==> src/rtl/spi_regif_pkg.sv <==
// Shared types and sizing helpers for the SPI slave register interface.
package spi_regif_pkg;

  typedef enum logic [2:0] {
    ST_IDLE,
    ST_CMD,
    ST_DUMMY,
    ST_WAIT_RD,
    ST_DATA,
    ST_DONE
  } spi_state_e;

  localparam int CMD_W = 8;

  function automatic int bit_cnt_w(input int data_w, input int dummy_cycles);
    int m;
    m = (data_w > dummy_cycles) ? data_w : dummy_cycles;
    return $clog2(m + 1);
  endfunction

  localparam int BIT_CNT_W = bit_cnt_w(16, 8);

endpackage

==> src/rtl/spi_in_sync.sv <==
// Two-flop synchronisers for the SPI pins plus registered edge pulses on SCLK and CS_n.
module spi_in_sync (
  input  logic i_clk,
  input  logic i_rst_n,
  input  logic i_sclk,
  input  logic i_mosi,
  input  logic i_cs_n,
  output logic o_sclk_rise,
  output logic o_sclk_fall,
  output logic o_mosi,
  output logic o_cs_n,
  output logic o_cs_rise,
  output logic o_cs_fall
);

  // [0] first stage, [1] synchronised level, [2] previous synchronised level.
  // CS_n resets to "selected" so a frame already in flight at reset release
  // produces no falling edge and is ignored until CS_n is seen high again.
  logic [2:0] r_sclk;
  logic [2:0] r_cs;
  logic [1:0] r_mosi;
  logic       r_sclk_rise;
  logic       r_sclk_fall;
  logic       r_cs_rise;
  logic       r_cs_fall;

  always_ff @(posedge i_clk or negedge i_rst_n) begin
    if (!i_rst_n) begin
      r_sclk      <= '0;
      r_cs        <= '0;
      r_mosi      <= '0;
      r_sclk_rise <= 1'b0;
      r_sclk_fall <= 1'b0;
      r_cs_rise   <= 1'b0;
      r_cs_fall   <= 1'b0;
    end else begin
      r_sclk      <= {r_sclk[1:0], i_sclk};
      r_cs        <= {r_cs[1:0], i_cs_n};
      r_mosi      <= {r_mosi[0], i_mosi};
      r_sclk_rise <= r_sclk[1] & ~r_sclk[2];
      r_sclk_fall <= ~r_sclk[1] & r_sclk[2];
      r_cs_rise   <= r_cs[1] & ~r_cs[2];
      r_cs_fall   <= ~r_cs[1] & r_cs[2];
    end
  end

  assign o_sclk_rise = r_sclk_rise;
  assign o_sclk_fall = r_sclk_fall;
  assign o_mosi      = r_mosi[1];
  assign o_cs_n      = r_cs[1];
  assign o_cs_rise   = r_cs_rise;
  assign o_cs_fall   = r_cs_fall;

endmodule

==> src/rtl/spi_slave_regif.sv <==
// SPI mode-0 slave that turns {R/~W, addr, dummy, data} frames into one-cycle
// register-bus strobes, all on sys_clk with oversampled SPI pins.
module spi_slave_regif
  import spi_regif_pkg::*;
#(
  parameter int ADDR_W       = 7,
  parameter int DATA_W       = 16,
  parameter int DUMMY_CYCLES = 8
) (
  input  logic              sys_clk,
  input  logic              sys_rst_n,
  input  logic              spi_clk,
  input  logic              spi_mosi,
  input  logic              spi_cs_n,
  output logic              spi_miso,
  output logic              spi_miso_oe,
  output logic [ADDR_W-1:0] bus_addr,
  output logic [DATA_W-1:0] bus_wdata,
  output logic              bus_we,
  output logic              bus_re,
  input  logic [DATA_W-1:0] bus_rdata,
  input  logic              bus_rvalid,
  output logic              rd_timeout,
  output logic              frame_err,
  output spi_state_e        dbg_state
);

  localparam int CNT_W = bit_cnt_w(DATA_W, DUMMY_CYCLES);
  localparam logic [CNT_W-1:0] CMD_LAST   = CNT_W'(CMD_W - 1);
  localparam logic [CNT_W-1:0] DUMMY_LAST = CNT_W'(DUMMY_CYCLES - 1);
  localparam logic [CNT_W-1:0] DATA_LAST  = CNT_W'(DATA_W - 1);

  logic w_sclk_rise, w_sclk_fall, w_mosi, w_cs_n, w_cs_rise, w_cs_fall;

  spi_in_sync u_sync (
    .i_clk       (sys_clk),
    .i_rst_n     (sys_rst_n),
    .i_sclk      (spi_clk),
    .i_mosi      (spi_mosi),
    .i_cs_n      (spi_cs_n),
    .o_sclk_rise (w_sclk_rise),
    .o_sclk_fall (w_sclk_fall),
    .o_mosi      (w_mosi),
    .o_cs_n      (w_cs_n),
    .o_cs_rise   (w_cs_rise),
    .o_cs_fall   (w_cs_fall)
  );

  spi_state_e        r_state, w_next;
  logic [CNT_W-1:0]  r_bit_cnt;
  logic [CMD_W-1:0]  r_cmd;
  logic [DATA_W-1:0] r_rx, r_tx;
  logic              r_rnw, r_armed, r_rd_pend, r_rd_got;
  logic              r_bus_re, r_bus_we, r_frame_err, r_miso_oe, r_rd_timeout;
  logic [ADDR_W-1:0] r_bus_addr;
  logic [DATA_W-1:0] r_bus_wdata;
  logic              w_latch, w_enter_data, w_last_rx, w_abort, w_rd_hit;
  logic [CMD_W-1:0]  w_cmd_next;
  logic [DATA_W-1:0] w_rx_next;

  // Read handshake: bus_re is a one-cycle request; the bank answers with a
  // one-cycle bus_rvalid carrying bus_rdata. Only the first rvalid between the
  // request and DATA entry is taken; anything later is dropped.
  assign w_rd_hit   = r_rd_pend & bus_rvalid;
  assign w_cmd_next = {r_cmd[CMD_W-2:0], w_mosi};
  assign w_rx_next  = {r_rx[DATA_W-2:0], w_mosi};

  always_ff @(posedge sys_clk or negedge sys_rst_n) begin
    if (!sys_rst_n) r_state <= ST_IDLE;
    else            r_state <= w_next;
  end

  always_comb begin
    w_next       = r_state;
    w_latch      = 1'b0;
    w_enter_data = 1'b0;
    w_last_rx    = 1'b0;
    w_abort      = 1'b0;
    case (r_state)
      ST_IDLE: if (r_armed && w_cs_fall) w_next = ST_CMD;
      ST_CMD: begin
        if (w_cs_rise) begin
          w_abort = 1'b1;
          w_next  = ST_IDLE;
        end else if (w_sclk_rise && r_bit_cnt == CMD_LAST) begin
          w_latch = 1'b1;
          w_next  = ST_DUMMY;
        end
      end
      ST_DUMMY: begin
        if (w_cs_rise) begin
          w_abort = 1'b1;
          w_next  = ST_IDLE;
        end else if (DUMMY_CYCLES == 0) begin
          if (r_rnw && !r_rd_got && !w_rd_hit) begin
            w_next = ST_WAIT_RD;
          end else begin
            w_enter_data = 1'b1;
            w_next       = ST_DATA;
          end
        end else if (w_sclk_rise && r_bit_cnt == DUMMY_LAST) begin
          w_enter_data = 1'b1;
          w_next       = ST_DATA;
        end
      end
      ST_WAIT_RD: begin
        if (w_cs_rise) begin
          w_abort = 1'b1;
          w_next  = ST_IDLE;
        end else if (w_rd_hit) begin
          w_enter_data = 1'b1;
          w_next       = ST_DATA;
        end
      end
      ST_DATA: begin
        if (w_cs_rise) begin
          w_abort = 1'b1;
          w_next  = ST_IDLE;
        end else if (w_sclk_rise && r_bit_cnt == DATA_LAST) begin
          w_last_rx = 1'b1;
          w_next    = ST_DONE;
        end
      end
      ST_DONE: if (w_cs_rise) w_next = ST_IDLE;
      default: w_next = ST_IDLE;
    endcase
  end

  always_ff @(posedge sys_clk or negedge sys_rst_n) begin
    if (!sys_rst_n) begin
      r_bit_cnt    <= '0;
      r_cmd        <= '0;
      r_rx         <= '0;
      r_tx         <= '0;
      r_rnw        <= 1'b0;
      r_armed      <= 1'b0;
      r_rd_pend    <= 1'b0;
      r_rd_got     <= 1'b0;
      r_bus_re     <= 1'b0;
      r_bus_we     <= 1'b0;
      r_frame_err  <= 1'b0;
      r_miso_oe    <= 1'b0;
      r_rd_timeout <= 1'b0;
      r_bus_addr   <= '0;
      r_bus_wdata  <= '0;
    end else begin
      r_bus_re    <= w_latch & w_cmd_next[CMD_W-1];
      r_bus_we    <= w_last_rx & ~r_rnw;
      r_frame_err <= w_abort;
      r_miso_oe   <= r_armed & ~w_cs_n;
      if (w_cs_n) r_armed <= 1'b1;

      if (w_latch || w_enter_data || r_state == ST_IDLE)
        r_bit_cnt <= '0;
      else if (w_sclk_rise && (r_state == ST_CMD || r_state == ST_DUMMY || r_state == ST_DATA))
        r_bit_cnt <= r_bit_cnt + 1'b1;

      if (r_state == ST_IDLE) begin
        r_cmd     <= '0;
        r_rx      <= '0;
        r_rd_pend <= 1'b0;
      end
      if (r_state == ST_CMD && w_sclk_rise) r_cmd <= w_cmd_next;

      if (w_latch) begin
        r_rnw      <= w_cmd_next[CMD_W-1];
        r_bus_addr <= w_cmd_next[ADDR_W-1:0];
        r_tx       <= '0;
        r_rd_got   <= 1'b0;
        r_rd_pend  <= w_cmd_next[CMD_W-1];
      end
      if (w_rd_hit) begin
        r_tx      <= bus_rdata;
        r_rd_got  <= 1'b1;
        r_rd_pend <= 1'b0;
      end
      if (w_enter_data) begin
        r_rd_pend <= 1'b0;
        if (r_rnw && !r_rd_got && !w_rd_hit) r_rd_timeout <= 1'b1;
      end

      // Bit 15 is already on MISO at DATA entry, so the fall that closes the
      // last dummy cycle must not shift; shifting starts after the first data rise.
      if (r_state == ST_DATA && w_sclk_fall && r_bit_cnt != '0)
        r_tx <= {r_tx[DATA_W-2:0], 1'b0};
      if (r_state == ST_DATA && w_sclk_rise) r_rx <= w_rx_next;
      if (w_last_rx && !r_rnw) r_bus_wdata <= w_rx_next;
    end
  end

  assign spi_miso    = (r_state == ST_DATA) & r_tx[DATA_W-1];
  assign spi_miso_oe = r_miso_oe;
  assign bus_addr    = r_bus_addr;
  assign bus_wdata   = r_bus_wdata;
  assign bus_we      = r_bus_we;
  assign bus_re      = r_bus_re;
  assign rd_timeout  = r_rd_timeout;
  assign frame_err   = r_frame_err;
  assign dbg_state   = r_state;

endmodule

==> config.mk <==
export PLATFORM = sky130hd
export DESIGN_NAME = spi_slave_regif
export DESIGN_NICKNAME = d
export VERILOG_FILES = /design/src/rtl/spi_regif_pkg.sv /design/src/rtl/spi_in_sync.sv /design/src/rtl/spi_slave_regif.sv
export SDC_FILE = /design/constraint.sdc
export NUM_CORES = 1
export LEC_CHECK = 0
export CAP_MARGIN = 25
export CORE_UTILIZATION = 31
export DETAILED_ROUTE_END_ITERATION = 7
export PLACE_DENSITY = 0.55
export SETUP_SLACK_MARGIN = 0.02
export SYNTH_ARGS = -nofsm -noshare
export SYNTH_HDL_FRONTEND = slang
export SYNTH_SLANG_ARGS = --single-unit
==> constraint.sdc <==
create_clock -name sys_clk -period 2.6 [get_ports sys_clk]
set_clock_uncertainty 0.2 [all_clocks]
set_input_delay 0.26 -clock sys_clk [delete_from_list [all_inputs] [get_ports sys_clk]]
set_output_delay 0.26 -clock sys_clk [all_outputs]
set_load 0.005 [all_outputs]
==> results_dict.tcl, run 1 <==
set metrics [dict create \
    outcome "finished with violations" \
    violations "design-rule violations" \
    setup_viol 0 \
    final_cell_area_um2 4780 \
    clock_path_buffers 2 \
    timing.rr.start "dbg_state[1]" \
    first_pass_iters 7 \
    n_antenna_cell 0 \
    synth_most_common_cell "dfrtp_1" \
    cp.arrival_ns 1.93 \
    maxCapViolCount 0 \
    start_util_pct 32.4 \
    synth_top_area_share_pct 59.7 \
    async_flop_share_pct 100 \
    multi_input_area_um2 1350 \
    yosysTopAreaCell "dfrtp_1" \
    required_ns 2.14 \
    core_region_area_um2 11700 \
    r2r-end "r_tx[5]" \
    final_cells 559 \
    finalMaxSlewViolations 0 \
    slew_headroom_pct 59.5 \
    finalWirelength_um 7490 \
    synth_edf_count 0 \
    grt_overflow 0 \
    hold_depth 0 \
    setup_tns_ns 0 \
    muxShareOfSynthArea_pct 5.60 \
    antenna_found_initial 0 \
    cp-start-kind "flip-flop" \
    ioPinCount 54 \
    grt_max_degree 50 \
    drc 6 \
    ys_ff_latch 90 \
    h-tree-depth 3 \
    grt_pass1_wl_um 12800 \
    rsz0062_at_grt "false" \
    areaGrowthSynthToFinish_pct 26.6 \
    powerDensity_nw_per_um2 643 \
    clk_pin_slew_worst_paths_ns 0.06 \
    synth_cell_types 42 \
    fillCellCount 1137 \
    insertion_delay_ns 0.34 \
    synth_common_cells "90 x dfrtp_1, 62 x nand2_1, 27 x nand3_1" \
    fp-row-count 39 \
    r2r_setup_slack_ns 0.36 \
    seq_area_frac_synth_pct 59.7 \
    ff_latch_area_um2 2250 \
    hp-class "reg -> reg" \
    die_w_um 112 \
    hold_viol 0 \
    antenna_left 0 \
    place_area_um2 4430 \
    hold-path-endpoint "u_sync.r_sclk[1]" \
    r2r_cells 4 \
    grt.total_usage_pct 13.1 \
    syn_area_per_cell_um2 10.4 \
    dr_total_vias 2704 \
    synth_xor_area_share_pct 0.696 \
    syn_area_um2 3770 \
    synthTopCellsByArea "dfrtp_1 60%, nand2_1 6.2%, mux2_2 5.1%" \
    p_leak_nw 2.09 \
    critPathCaptureType "output pin" \
    drive_gt1_share_pct 11.5 \
    cts_num_sinks 90 \
    ys_dominant_reg_cell "dfrtp_1" \
    power_w 0.00307 \
    post-route-period-util_pct 92.0 \
    post_cts_resized 0 \
    drtIter0Drc 208 \
    dp_cells 542 \
    portBuffers 53 \
    fin_nets 436 \
    worstSetupPathType "reg -> out" \
    period_needed_ns 2.39 \
    syn_inst 362 \
    fin_util_pct 41.0 \
    die_area_um2 12600 \
    ir_worst_vdd_mv 0.299 \
    tightest_slew_ns 0.602 \
    grt_pass1_vias 2596 \
    min-delay-start "u_sync.r_sclk[0]" \
    synth_compound_area_share_pct 10.8 \
    avgRoutedWirePerCell_um 13.4 \
    cts_buffers 9 \
    synth_top_family_by_area "simple AND/OR/NAND/NOR gates" \
    dp.final_hpwl_um 4930 \
    synth_nets 387 \
    fmax_ghz 0.418 \
    ys_warn_count 0 \
    cts_tree "done" \
    synth-simple-area-share_pct 17.6 \
    die-height_um 112 \
    postCtsSetupRepairBufs 0 \
    cts_root_buffer "clkbuf_16" \
    place_congestion 0.812 \
    synthAdderAreaFrac_pct 0.994 \
    viasPerCell 4.84 \
    worstPathMaxFanout 15 \
]
==> cells in the final DEF (no fill, tap or decap), drive strengths merged, types with 2 or more instances in the layout <==
cell,count
ha,3
a22o,7
nor2b,5
nand2,62
nor4,3
clkdlybuf4s50,52
a31oi,15
nand3,27
buf,9
and3,6
xor2,2
dfrtp,90
a21oi,3
inv,14
o21ai,31
nor2,25
nand2b,4
clkinvlp,2
bufinv,3
mux2,17
nand4,2
mux2i,2
or2,4
clkbuf,10
==> timing repair <==
action / CTS / global route
hold endpoints to repair: 41 / 0
setup endpoints to repair: 0 / 0
hold buffers: 1 / 0
==> worst max-delay path by stage <==
stage / from / to / slack [ns]
floorplan: r_bit_cnt[0] / bus_wdata[10] / 0.45
global placement: dbg_state[1] / r_tx[15] / 0.43
detailed placement: dbg_state[1] / r_tx[5] / 0.36
CTS: dbg_state[1] / spi_miso / 0.19
global route: dbg_state[1] / spi_miso / 0.08
finish: dbg_state[1] / spi_miso / 0.21
==> cells by family (layout without fill, tap and decap cells) <==
kind of cell	Yosys count	in the layout
XOR/XNOR	3	3
AO/OA/AOI/OAI	66	66
buffers and inverters	37	91
flip-flops	90	90
AND/OR/NAND/NOR	144	144
adder cells (fa/ha/maj)	3	3
multiplexers	19	19
==> layout make-up <==
type,instances,share of cell area [%]
sequential,90,47.1
multi-input combinational,235,28.2
inverter,13,1.02
timing repair buffer,62,12.8
tap,143,3.74
clock buffer,10,4.79
clock inverter,6,2.38
==> through the flow <==
step                      hold WS [ns]  setup slack [ns]
final                            0.146             0.207
after global routing             0.155            0.0845
after CTS                        0.148             0.188
after detailed placement         0.100             0.361
after global placement          0.0945             0.429
after floorplan                 -0.236             0.447
==> where the power goes <==
| group | switching, W | internal [W] | leakage, nW | total (W) |
|---|---|---|---|---|
| sequential | 0.0000142 | 0.00142 | 1.14 | 0.00143 |
| combinational | 0.0000921 | 0.0000652 | 0.793 | 0.000157 |
| clock | 0.000540 | 0.000943 | 0.159 | 0.00148 |
==> critical path, cell delays in order (launching register included) <==
cell and delay (ns):
dfrtp_1 0.52, nor2_1 0.34, and3_1 0.23, clkdlybuf4s50_1 0.51
==> sequential cells by signal (all words and copies together), names as in the netlist, 2 cells and up <==
| name | cells |
|---|---|
| u_sync.r_sclk | 3 |
| u_sync.r_cs | 3 |
| r_tx | 16 |
| bus_addr | 7 |
| u_sync.r_mosi | 2 |
| bus_wdata | 16 |
| r_cmd | 7 |
| r_rx | 15 |
| dbg_state | 3 |
| r_bit_cnt | 5 |
==> routing by layer <==
| metal | vias to the layer above | wire length [µm] | track usage [%] |
|---|---|---|---|
| li1 | 1340 | - | - |
| met1 | 1299 | 3560 | 17.0 |
| met2 | 55 | 3430 | 20.4 |
| met3 | 10 | 382 | 3.94 |
| met4 | 0 | 107 | 5.16 |
| met5 | - | 0 | 0 |
No activity file was read; power rests on OpenSTA's default activity.
==> run 2: changes to the inputs <==
--- a/config.mk
+++ b/config.mk
@@ -5,7 +5,6 @@
 export SDC_FILE = /design/constraint.sdc
 export NUM_CORES = 1
 export LEC_CHECK = 0
-export CAP_MARGIN = 25
 export CORE_UTILIZATION = 31
 export DETAILED_ROUTE_END_ITERATION = 7
 export PLACE_DENSITY = 0.55
==> results of run 2 <==
No change in the layout: final DEF, timing and power equal those of run 1.
